===== config.mk =====
export PLATFORM = sky130hd
export DESIGN_NAME = od_cfg_shifter
export DESIGN_NICKNAME = d
export VERILOG_FILES = /design/src/rtl/od_cfg_shifter.sv
export SDC_FILE = /design/constraint.sdc
export NUM_CORES = 1
export LEC_CHECK = 0
export ABC_AREA = 1
export CORE_UTILIZATION = 40
export CTS_BUF_LIST = sky130_fd_sc_hd__clkbuf_4 sky130_fd_sc_hd__clkbuf_8 sky130_fd_sc_hd__clkbuf_16
export DETAILED_ROUTE_END_ITERATION = 8
export HOLD_SLACK_MARGIN = 0.05
export SLEW_MARGIN = 10
export SYNTH_ARGS = -nofsm -noshare
export SYNTH_HDL_FRONTEND = slang
export SYNTH_SLANG_ARGS = --single-unit

===== constraint.sdc =====
create_clock -name clk -period 4.4 [get_ports clk]
set_input_delay 0.66 -clock clk [delete_from_list [all_inputs] [get_ports clk]]
set_output_delay 0.66 -clock clk [all_outputs]
set_load 0.05 [all_outputs]

===== src/rtl/od_cfg_shifter.sv =====
// Serial configuration master for a TS4231-style sensor over two open-drain
// lines (E = clock/envelope, D = data). It writes a word MSB first. It can then
// read the word back and compare it with what was written. Both outputs are
// active-low drive requests: 1 releases the pin and 0 pulls it low.
module od_cfg_shifter #(
    parameter int HALF_PERIOD = 8,
    parameter int CFG_WIDTH   = 15,
    parameter int VERIFY      = 1
) (
    input  logic                 clk,
    input  logic                 reset,
    input  logic                 start,
    input  logic [CFG_WIDTH-1:0] cfg_word,
    output logic                 e_dout,
    output logic                 d_dout,
    input  logic                 e_din,
    input  logic                 d_din,
    output logic                 busy,
    output logic                 done,
    output logic                 ok,
    output logic                 err_stuck,
    output logic [CFG_WIDTH-1:0] rb_word
);

    localparam int TW = $clog2(HALF_PERIOD);
    localparam int BW = $clog2(CFG_WIDTH);
    localparam logic [TW-1:0] T_LAST = TW'(HALF_PERIOD - 1);
    localparam logic [BW-1:0] B_TOP  = BW'(CFG_WIDTH - 1);

    typedef enum logic [3:0] {
        IDLE, WR_START_D, WR_START_E, WR_LOW, WR_HIGH,
        STOP_A, STOP_B, STOP_C, RB_START, RB_LOW, RB_HIGH, FINISH
    } state_t;

    state_t               state_reg, state_next;
    logic [TW-1:0]        timer_reg;
    logic [BW-1:0]        bit_reg, bit_next;
    logic [CFG_WIDTH-1:0] cfg_reg, cfg_next;
    logic [CFG_WIDTH-1:0] rb_word_reg, rb_word_next;
    logic                 rb_phase_reg, rb_phase_next;
    logic                 ok_reg, ok_next;
    logic                 err_stuck_reg, err_stuck_next;
    logic [1:0]           e_sync_reg, d_sync_reg;
    logic                 e_dout_reg, d_dout_reg, e_level, d_level;
    logic                 busy_reg, done_reg;
    logic                 stuck_fail;

    // Synchronized pin levels; only ever looked at in the last cycle of a phase
    logic e_s, d_s, phase_end;
    assign e_s       = e_sync_reg[1];
    assign d_s       = d_sync_reg[1];
    assign phase_end = (timer_reg == T_LAST);

    // Next-state, bit sequencing, readback capture and stuck-line detection
    always_comb begin
        state_next     = state_reg;
        bit_next       = bit_reg;
        cfg_next       = cfg_reg;
        rb_phase_next  = rb_phase_reg;
        rb_word_next   = rb_word_reg;
        ok_next        = ok_reg;
        err_stuck_next = err_stuck_reg;
        stuck_fail     = 1'b0;
        case (state_reg)
            IDLE: if (start) begin
                state_next     = WR_START_D;
                cfg_next       = cfg_word;
                bit_next       = B_TOP;
                rb_phase_next  = 1'b0;
                ok_next        = 1'b0;
                err_stuck_next = 1'b0;
                rb_word_next   = '0;
            end
            WR_START_D: if (phase_end) state_next = WR_START_E;
            WR_START_E: if (phase_end) state_next = WR_LOW;
            WR_LOW:     if (phase_end) state_next = WR_HIGH;
            WR_HIGH: if (phase_end) begin
                // A released E, or a released D while sending a 1, must read high
                if (!e_s || (cfg_reg[bit_reg] && !d_s)) begin
                    stuck_fail = 1'b1;
                end else if (bit_reg == '0) begin
                    state_next = STOP_A;
                end else begin
                    bit_next   = bit_reg - BW'(1);
                    state_next = WR_LOW;
                end
            end
            STOP_A: if (phase_end) state_next = STOP_B;
            STOP_B: if (phase_end) state_next = STOP_C;
            STOP_C: if (phase_end) begin
                if (!e_s || !d_s) begin
                    stuck_fail = 1'b1;
                end else if (!rb_phase_reg && (VERIFY != 0)) begin
                    state_next    = RB_START;
                    rb_phase_next = 1'b1;
                    bit_next      = B_TOP;
                end else begin
                    state_next = FINISH;
                end
            end
            RB_START: if (phase_end) state_next = RB_LOW;
            RB_LOW:   if (phase_end) state_next = RB_HIGH;
            RB_HIGH: if (phase_end) begin
                rb_word_next[bit_reg] = d_s;
                if (!e_s) begin
                    stuck_fail = 1'b1;
                end else if (bit_reg == '0) begin
                    state_next = STOP_A;
                end else begin
                    bit_next   = bit_reg - BW'(1);
                    state_next = RB_LOW;
                end
            end
            FINISH:  state_next = IDLE;
            default: state_next = IDLE;
        endcase
        if (stuck_fail) begin
            err_stuck_next = 1'b1;
            state_next     = FINISH;
        end
        // Result is settled on the edge that enters FINISH so it is valid with done
        if (state_next == FINISH && state_reg != FINISH) begin
            ok_next = !stuck_fail && ((VERIFY == 0) || (rb_word_next == cfg_reg));
        end
    end

    // Line levels belonging to the state being entered, so the registered
    // outputs change in the first cycle of each state
    always_comb begin
        e_level = 1'b1;
        d_level = 1'b1;
        case (state_next)
            WR_START_D: begin e_level = 1'b1; d_level = 1'b0;                end
            WR_START_E: begin e_level = 1'b0; d_level = 1'b0;                end
            WR_LOW:     begin e_level = 1'b0; d_level = cfg_next[bit_next];  end
            WR_HIGH:    begin e_level = 1'b1; d_level = cfg_next[bit_next];  end
            STOP_A:     begin e_level = 1'b0; d_level = 1'b0;                end
            STOP_B:     begin e_level = 1'b1; d_level = 1'b0;                end
            RB_START,
            RB_LOW:     begin e_level = 1'b0; d_level = 1'b1;                end
            default:    begin e_level = 1'b1; d_level = 1'b1;                end
        endcase
    end

    // State, phase timer, synchronizers and registered outputs
    always_ff @(posedge clk) begin
        if (reset) begin
            state_reg     <= IDLE;
            timer_reg     <= '0;
            bit_reg       <= '0;
            cfg_reg       <= '0;
            rb_word_reg   <= '0;
            rb_phase_reg  <= 1'b0;
            ok_reg        <= 1'b0;
            err_stuck_reg <= 1'b0;
            e_sync_reg    <= 2'b11;
            d_sync_reg    <= 2'b11;
            e_dout_reg    <= 1'b1;
            d_dout_reg    <= 1'b1;
            busy_reg      <= 1'b0;
            done_reg      <= 1'b0;
        end else begin
            state_reg     <= state_next;
            timer_reg     <= (state_next != state_reg || state_reg == IDLE) ? '0 : timer_reg + TW'(1);
            bit_reg       <= bit_next;
            cfg_reg       <= cfg_next;
            rb_word_reg   <= rb_word_next;
            rb_phase_reg  <= rb_phase_next;
            ok_reg        <= ok_next;
            err_stuck_reg <= err_stuck_next;
            e_sync_reg    <= {e_sync_reg[0], e_din};
            d_sync_reg    <= {d_sync_reg[0], d_din};
            e_dout_reg    <= e_level;
            d_dout_reg    <= d_level;
            busy_reg      <= (state_next != IDLE);
            done_reg      <= (state_next == FINISH);
        end
    end

    assign e_dout    = e_dout_reg;
    assign d_dout    = d_dout_reg;
    assign busy      = busy_reg;
    assign done      = done_reg;
    assign ok        = ok_reg;
    assign err_stuck = err_stuck_reg;
    assign rb_word   = rb_word_reg;

endmodule


Yosys cells after proc, flatten, opt, wreduce, memory -nomap -nowiden
Index checks and enable logic that the tools add are counted.

word-level totals
  flip-flop bits (word level) = 52
  input bits = 20
  output and inout port bits = 21
  logic and storage cells = 127

cells by class
  add/sub/neg operators = 2
  order comparisons = 3
  eq/ne operators = 26
  muxes and demuxes = 57
  reduce and logical (&&, ||, !) cells = 25

operator list
  cell                                                                   number
  4-bit two-way mux                                                      25
  15-bit two-way mux                                                     4
  4-bit one-hot mux with 11 select lines                                 1
  15-bit one-hot mux with 2 select lines                                 1
  4-bit by 3-bit equality test with 1-bit output, second input constant  7
  4-bit equality test, second input constant                             6
  4-bit by 2-bit equality test with 1-bit output, second input constant  4
  1-bit two-way mux                                                      16
  4-bit one-hot mux with 4 select lines                                  1
  15-bit bitwise mux                                                     1
  15-bit equality test                                                   1
  4-bit by 5-bit < comparator with 1-bit output, second input constant   2
  2-bit nonzero test                                                     5
  1-bit binary-select mux with 4-bit select                              2
  4-bit by 1-bit equality test with 1-bit output, second input constant  2
  4-bit zero test                                                        2
  2-bit != test, second input constant                                   3
  5-bit OR reduction                                                     1
  1-bit demux with 4-bit select                                          1
  4-bit by 1-bit >= comparator with 1-bit output, second input constant  1
  1-bit logical AND                                                      4
  4-bit != test                                                          1
  4-bit != test, second input constant                                   1
  1-bit one-hot mux with 2 select lines                                  2
  other kinds (13)                                                       19

Longest topological paths before layout
Gate-level depths: netlist of the first run.

  word-level depth = 12
  depth in mapped cells = 20
  mapped depth without buffers = 19

Least setup slack after synthesis of the first run
No wires, ideal clock.

  kind = register to register
  start = register timer_reg[0]
  end = register d_dout_reg, in the netlist d_dout
  setup time = 0.113 ns
  arrival = 1.992 ns
  required time = 4.287 ns
  slack = 2.295 ns
  cell stages (with the launch flop) = 18
  path through = dfxtp_1 ha_1 ha_1 nand2_1 inv_1 nand3_1 nand2_1 nand2_1 nor4_1 nand2_1 inv_1 nand2_2 nor2_2 nand3_1 nand3_1 nand2_1 inv_1 nand2_1

on the way
  longest elaborated chain between the ends = 7

RTL lines
  item                                                                                             RTL line  text
  start: declaration                                                                               36        logic [TW-1:0] timer_reg;
  start signal: assignment                                                                         164       timer_reg <= (state_next != state_reg || state_reg == IDLE) ? '0 : timer_reg + TW'(1);
  3-bit equality test (*)                                                                          52        assign phase_end = (timer_reg == T_LAST);
  4-bit two-way mux (tied with other cells)                                                        103       RB_HIGH: if (phase_end) begin
  4-bit one-hot mux with 11 select lines or 1-bit one-hot mux with 3 select lines (tied branches)  64        case (state_reg)
  4-bit two-way mux                                                                                117       if (stuck_fail) begin
  4-bit by 3-bit equality test with 1-bit output (tied with other cells)                           132       case (state_next)
  4-bit OR reduction (no source line) or 2-bit OR reduction (tied branches)                        -
  1-bit one-hot mux with 2 select lines (*)                                                        132
  end signal: assignment                                                                           174       d_dout_reg <= d_level;
  end: declaration                                                                                 44        logic e_dout_reg, d_dout_reg, e_level, d_level;

Mark *: on every way between the ends. The rest lies on a longest branch, timed or not. The select of a mux whose other input is x is not followed.
A chain may end at the register's enable or synchronous reset.

Worst setup path after layout of the first run
Same ends and word-level chain as after synthesis.

==> run_results.csv, run 1 <==
group,metric,value,unit
worst_setup_path,path_cells,"ha_1, ha_1, nand2_1, inv_1, nand3_1, nand2_1, a22oi_1, a211oi_1, nand2_1, nor2_2, nand3_1, nand3_1, nand2_1, inv_1, nand2_1",
global_route,grt_start_max_net_pins,48,
logic_synthesis,synth_ff_type,"dfxtp_1",
worst_setup_path,path_buf_inv,2,
worst_setup_path,end_kind,"flip-flop",
clock_network,tritoncts,"done",
pwr,p_sw,0.0003468,W
pwr,pwr-share-seq,0.464,
global_route,grt_overflow,0,
pwr,max-vdd-ir-drop,167.3,uV
layout,drive_above_1_share,0.08636,
detailed_routing,antenna_left,0,
logic_synthesis,yosys-top-cells-area,"dfxtp_1 30%, nand2_1 12%, inv_1 10%",
logic_synthesis,async_reset_ff_frac,0,
global_route,grt_usage,0.2139,
detailed_routing,first_pass_iters,5,
placement,gp_congestion,0.9319,
logic_synthesis,netlist_instances,544,
clock_network,clk_latency,0.31,ns
timing,period_share,0.6346,
detailed_routing,initialDrtViolationCount,342,
layout,n_fill_cell,893,
worst_setup_path,path_common_cell,"nand2_1",
pwr,p_clk_frac,0.311,
clock_network,cts.htree.levels,2,
timing,setup_viol,0,
worst_setup_path,critPathMaxStageDelay,0.45,ns
worst_setup_path,critPathMaxFanout,13,
timing,hold_ws,0.4170,ns
logic_synthesis,synth_enable_flop_cells,0,
logic_synthesis,synth_top_area_frac,0.2982,
timing,rsz0062_at_grt,"no",
clock_network,cts_made_buffers,5,
layout,nets,605,
global_route,antenna_found_initial,0,
timing,skew,0.007224,ns
layout,syn_to_final_growth,16.24,%
timing,timing.final.crit_period,2.792,ns
pwr,pwr-share-comb,0.224,
floorplanning,dieHeight,95.42,um
logic_synthesis,ys_ff_latch,52,
worst_setup_path,cp-start-kind,"flip-flop",
job,max-cap-violations,0,
global_route,grt_pass1_vias,3038,
pwr,leakagePower,1.860,nW
floorplanning,die_area,9105,um^2
floorplanning,start_util,0.4185,
layout,instances_no_fill,684,
worst_setup_path,cp.required,4.61,ns
timing,relSlewSlack,0.6061,
worst_setup_path,crit_path_top_delay_cell,"ha_1",
timing,max_freq,358.2,MHz
pwr,power_switching_share,0.3176,
logic_synthesis,synth_area,3491,um^2
floorplanning,die_x,95.42,um
detailed_routing,routed_via_density,5.092,
outcome,status,"complete, no violations",
clock_network,cts_sinks,52,
detailed_routing,drc,0,
logic_synthesis,ys_types,42,
timing,tightestPinTransition,0.5900,ns
logic_synthesis,avgSynthCellArea,6.417,um^2
clock_network,path_clk_slew,0.10,ns
detailed_routing,wl_per_cell,13.22,um
clock_network,cts_root_buf,"clkbuf_8",
logic_synthesis,yosysSeqAreaShare,0.2982,
clock_network,postCtsSetupRepairBufs,0,
worst_setup_path,crit_family,"simple AND/OR/NAND/NOR gates",
timing,finalMaxSlewViolations,0,
timing,hold_viol,0,
logic_synthesis,synth_area_leader_cell,"dfxtp_1",
layout,n_antenna_cell,0,
floorplanning,rows,33,
floorplanning,core_area,8341,um^2
logic_synthesis,synth_nets,571,
pwr,p_int,0.0007451,W
clock_network,postCtsHoldBufs,0,
global_route,grt_pass1_wl,15040,um
clock_network,post_cts_resized,0,
detailed_routing,finalWirelength,9044,um
worst_setup_path,crit_type,"reg -> reg",
worst_setup_path,cp.arrival,3.01,ns
timing,fin_tns_setup,0,ns
clock_network,clock_path_buffers,2,
pwr,p_total,0.001092,W
placement,dp.cells,676,
detailed_routing,via_count,3483,
placement,portBuffers,40,
placement,hpwl,6826,um
floorplanning,ios,41,
pwr,p_per_area,269.1,nW/um^2
worst_hold_path,hp-class,"reg -> reg",
logic_synthesis,yosysWarnings,0,
layout make-up:
cell class | count | area (um^2) | share of cell area
well taps | 105 | 131.4 | 0.03238
repair buffers | 42 | 415.4 | 0.1024
clock buffers | 5 | 68.82 | 0.01696
clock inverters | 3 | 42.54 | 0.01048
multi-input cells | 372 | 1963 | 0.4838
flip-flops and latches | 52 | 1041 | 0.2566
inverters | 105 | 395.4 | 0.09744
cells by family after synthesis:
kind of cell	after synthesis	synth area share
compound gates	98	0.1760
xor+xnor	14	0.03513
fa+ha+maj	7	0.02509
buf+inv	120	0.1394
flops	52	0.2982
simple gates	253	0.3262
cell usage in the layout (no fill, tap or decap), types with 2 or more instances in the layout:
cell type | Yosys | routed
or2_2 | 5 | 5
nor3_1 | 2 | 2
ha_1 | 7 | 7
nand2_2 | 8 | 8
o211ai_1 | 2 | 2
a22oi_1 | 2 | 2
nand3_1 | 46 | 46
xor2_1 | 13 | 13
o21ai_2 | 2 | 2
a21oi_1 | 16 | 16
o21a_1 | 14 | 14
nor2_1 | 59 | 59
o21ai_1 | 9 | 9
nand4_1 | 9 | 9
inv_2 | 10 | 10
clkinv_2 | 1 | 2
inv_1 | 94 | 94
nand3_2 | 2 | 2
nor2_4 | 2 | 2
a211oi_1 | 2 | 2
nand2_1 | 110 | 110
nor2_2 | 4 | 4
o21ai_0 | 34 | 34
buf_4 | 2 | 2
o311ai_0 | 11 | 11
clkbuf_8 | 0 | 5
clkdlybuf4s50_1 | 0 | 40
a21oi_2 | 2 | 2
dfxtp_1 | 52 | 52
Yosys cell counts (2+ instances only):
library cell,n
a21oi_1,16
dfxtp_1,52
nor3_1,2
or2_2,5
nor2_4,2
a22oi_1,2
inv_1,94
nand4_1,9
o311ai_0,11
ha_1,7
buf_6,3
a21oi_2,2
clkbuf_1,6
nor2_1,59
nor2_2,4
o21ai_2,2
o21ai_1,9
o21ai_0,34
nand3_2,2
nand3_1,46
a211oi_1,2
o211ai_1,2
o21a_1,14
nand2_1,110
inv_2,10
buf_2,3
nand2_2,8
xor2_1,13
buf_4,2
per-layer routing:
layer  share of wire  track usage
met1            0.51       0.3167
met2            0.43       0.3262
met3           0.056      0.03270
met4          0.0090      0.04353
met5               0            0
power by group through the flow:
| stage | combinational, W | clock, W | sequential (W) |
|---|---|---|---|
| after floorplan | 0.000181 | 0 | 0.000514 |
| after global placement | 0.000242 | 0 | 0.000517 |
| after detailed placement | 0.000242 | 0 | 0.000518 |
| after CTS | 0.000243 | 0.000350 | 0.000507 |
| after global routing | 0.000278 | 0.000374 | 0.000509 |
| final | 0.000245 | 0.000340 | 0.000507 |
stage by stage:
stage	setup slack (ns)	util	cell area (um^2)
3_3_place_gp	1.587	0.4731	3946
6_report	1.608	0.4865	4058
2_1_floorplan	2.295	-	3491
5_1_grt	1.233	0.4865	4058
3_5_place_dp	1.541	0.4731	3946
4_1_cts	1.631	0.4865	4058
worst paths after layout:
check	startpoint	to	slack (ns)	depth (start not counted)
min	e_sync_reg[0]	e_sync_reg[1]	0.42	1
max reg2reg	timer_reg[0]	d_dout	1.61	15
min reg2reg	e_sync_reg[0]	e_sync_reg[1]	0.42	1
max	timer_reg[0]	d_dout	1.61	15
Power figures use the tool's default switching activity.
==> run 2, diff against run 1 <==
- clock period: 4.4 -> 2.7 ns (I/O delays scaled with it)
==> run 2 against run 1 <==
  * Critical path depth decreased by 3
  * Clock power increased by 61%
  * Non-clock buffer count increased by 15
  * Routed wire length increased by 4.6%
  * Via count increased by 0.78%
  * Highest routed layer unchanged
==> run_results.csv, run 2 (synthesized netlist as in run 1, its figures left out) <==
group,metric,value,unit
pwr,power_switching_share,0.3088,
detailed_routing,finalWirelength,9463,um
clock_network,post_cts_resized,0,
worst_setup_path,end_kind,"flip-flop",
clock_network,clk_latency,0.30,ns
global_route,grt_pass1_vias,3182,
clock_network,cts.htree.levels,2,
detailed_routing,drc,0,
placement,portBuffers,40,
timing,rsz0062_at_grt,"no",
clock_network,cts_sinks,52,
pwr,p_sw,0.0005557,W
layout,final_common_cell,"nand2_1",
detailed_routing,antenna_left,0,
worst_setup_path,cp.required,2.94,ns
clock_network,cts_root_buf,"clkbuf_8",
pwr,p_per_area,430.1,nW/um^2
detailed_routing,via_count,3510,
floorplanning,core_area,8341,um^2
detailed_routing,routed_via_density,5.021,
timing,fin_tns_setup,0,ns
floorplanning,start_util,0.4185,
global_route,antenna_found_initial,0,
layout,final_util,0.5015,
outcome,status,"complete, no violations",
placement,gp_congestion,0.9498,
clock_network,cts_made_buffers,5,
worst_setup_path,cp-start-kind,"flip-flop",
pwr,p_total,0.001799,W
floorplanning,ios,41,
detailed_routing,initialDrtViolationCount,300,
timing,max_freq,411.9,MHz
detailed_routing,wl_per_cell,13.54,um
pwr,leakagePower,1.938,nW
floorplanning,dieHeight,95.42,um
clock_network,tritoncts,"done",
timing,setup_viol,0,
timing,timing.final.crit_period,2.428,ns
pwr,p_int,0.001243,W
clock_network,clock_path_buffers,2,
pwr,pwr-share-seq,0.455,
global_route,grt_usage,0.2222,
detailed_routing,first_pass_iters,5,
global_route,grt_start_max_net_pins,30,
pwr,pwr-share-comb,0.240,
layout,layout_common_cells,"109 x nand2_1, 94 x inv_1, 58 x nor2_1",
timing,hold_viol,0,
floorplanning,die_x,95.42,um
timing,skew,0.004170,ns
floorplanning,rows,33,
layout,nets,620,
global_route,grt_overflow,0,
timing,finalMaxSlewViolations,0,
clock_network,path_clk_slew,0.09,ns
job,max-cap-violations,0,
timing,period_share,0.8991,
clock_network,postCtsHoldBufs,0,
timing,relSlewSlack,0.6689,
worst_setup_path,critPathMaxFanout,12,
layout,n_fill_cell,875,
pwr,p_clk_frac,0.305,
layout,syn_to_final_growth,19.82,%
placement,hpwl,7518,um
layout,drive_above_1_share,0.1162,
worst_setup_path,crit_type,"reg -> reg",
worst_hold_path,hp-class,"reg -> reg",
worst_setup_path,cp.arrival,2.67,ns
clock_network,postCtsSetupRepairBufs,0,
floorplanning,die_area,9105,um^2
layout,n_antenna_cell,0,
pwr,max-vdd-ir-drop,288.0,uV
global_route,grt_pass1_wl,15700,um
timing,tightestPinTransition,0.4952,ns
==> run 2: cell types whose count changed in the layout (fill, tap and decap cells not counted), sizes merged <==
cell / change
buf: +15
clkbuf: +1
clkinvlp: -1
==> run 2: final cells by class <==
type                            count  area, um^2  share of cell area
Inverter                          105       395.4             0.09453
Clock inverter                      2       35.03            0.008376
Sequential cell                    52        1042              0.2492
Timing Repair Buffer               57       528.0              0.1262
Clock buffer                        6       76.32             0.01825
Tap cell                          105       131.4             0.03141
Multi-Input combinational cell    372        1974              0.4720
==> run 2: stage by stage <==
| step | instance area (um^2) | setup slack, ns | hold slack [ns] | std cells |
|---|---|---|---|---|
| after global placement | 4059 | 0.2251 | 0.3919 | 691 |
| final | 4183 | 0.2723 | 0.4242 | 699 |
| after floorplan | 3491 | 0.5945 | 0.3895 | 544 |
| after CTS | 4170 | 0.2771 | 0.4284 | 699 |
| after global routing | 4183 | 0.01488 | 0.4416 | 699 |
| after detailed placement | 4059 | 0.2424 | 0.4042 | 691 |
==> run 2: path summary, 6_finish.rpt <==
check / cells after the start / slack (ns) / end / start
worst min-delay path: 1 / 0.42 / timer_reg[0] / timer_reg[0]
worst min register to register: 1 / 0.42 / timer_reg[0] / timer_reg[0]
worst max register to register: 12 / 0.27 / ok / timer_reg[0]
worst max-delay path: 12 / 0.27 / ok / timer_reg[0]
==> run 2: power groups by stage <==
stage	combinational (W)	sequential, W	clock [W]
4_1_cts	0.000427	0.000818	0.000568
5_1_grt	0.000485	0.000822	0.000597
6_report	0.000432	0.000819	0.000549
2_1_floorplan	0.000295	0.000838	0
3_5_place_dp	0.000425	0.000836	0
3_3_place_gp	0.000425	0.000836	0
==> run 2: worst max-delay path: stages (launching register included) <==
cell and delay, ns:
dfxtp_1 0.34, ha_1 0.15, ha_1 0.17, buf_4 0.20
nand2_1 0.15, o311ai_0 0.31, o21ai_0 0.22, xor2_1 0.18
a21oi_1 0.16, nand2_1 0.06, nor2_1 0.14, nand4_1 0.11
a21oi_1 0.16
==> run 2: layer usage <==
metal  GRT usage  share of wire  vias up
met3     0.02632          0.046        6
met1      0.3356           0.52     1581
met2      0.3357           0.43       92
met5           0              0        -
met4     0.04602          0.010        0
li1            -              -     1831
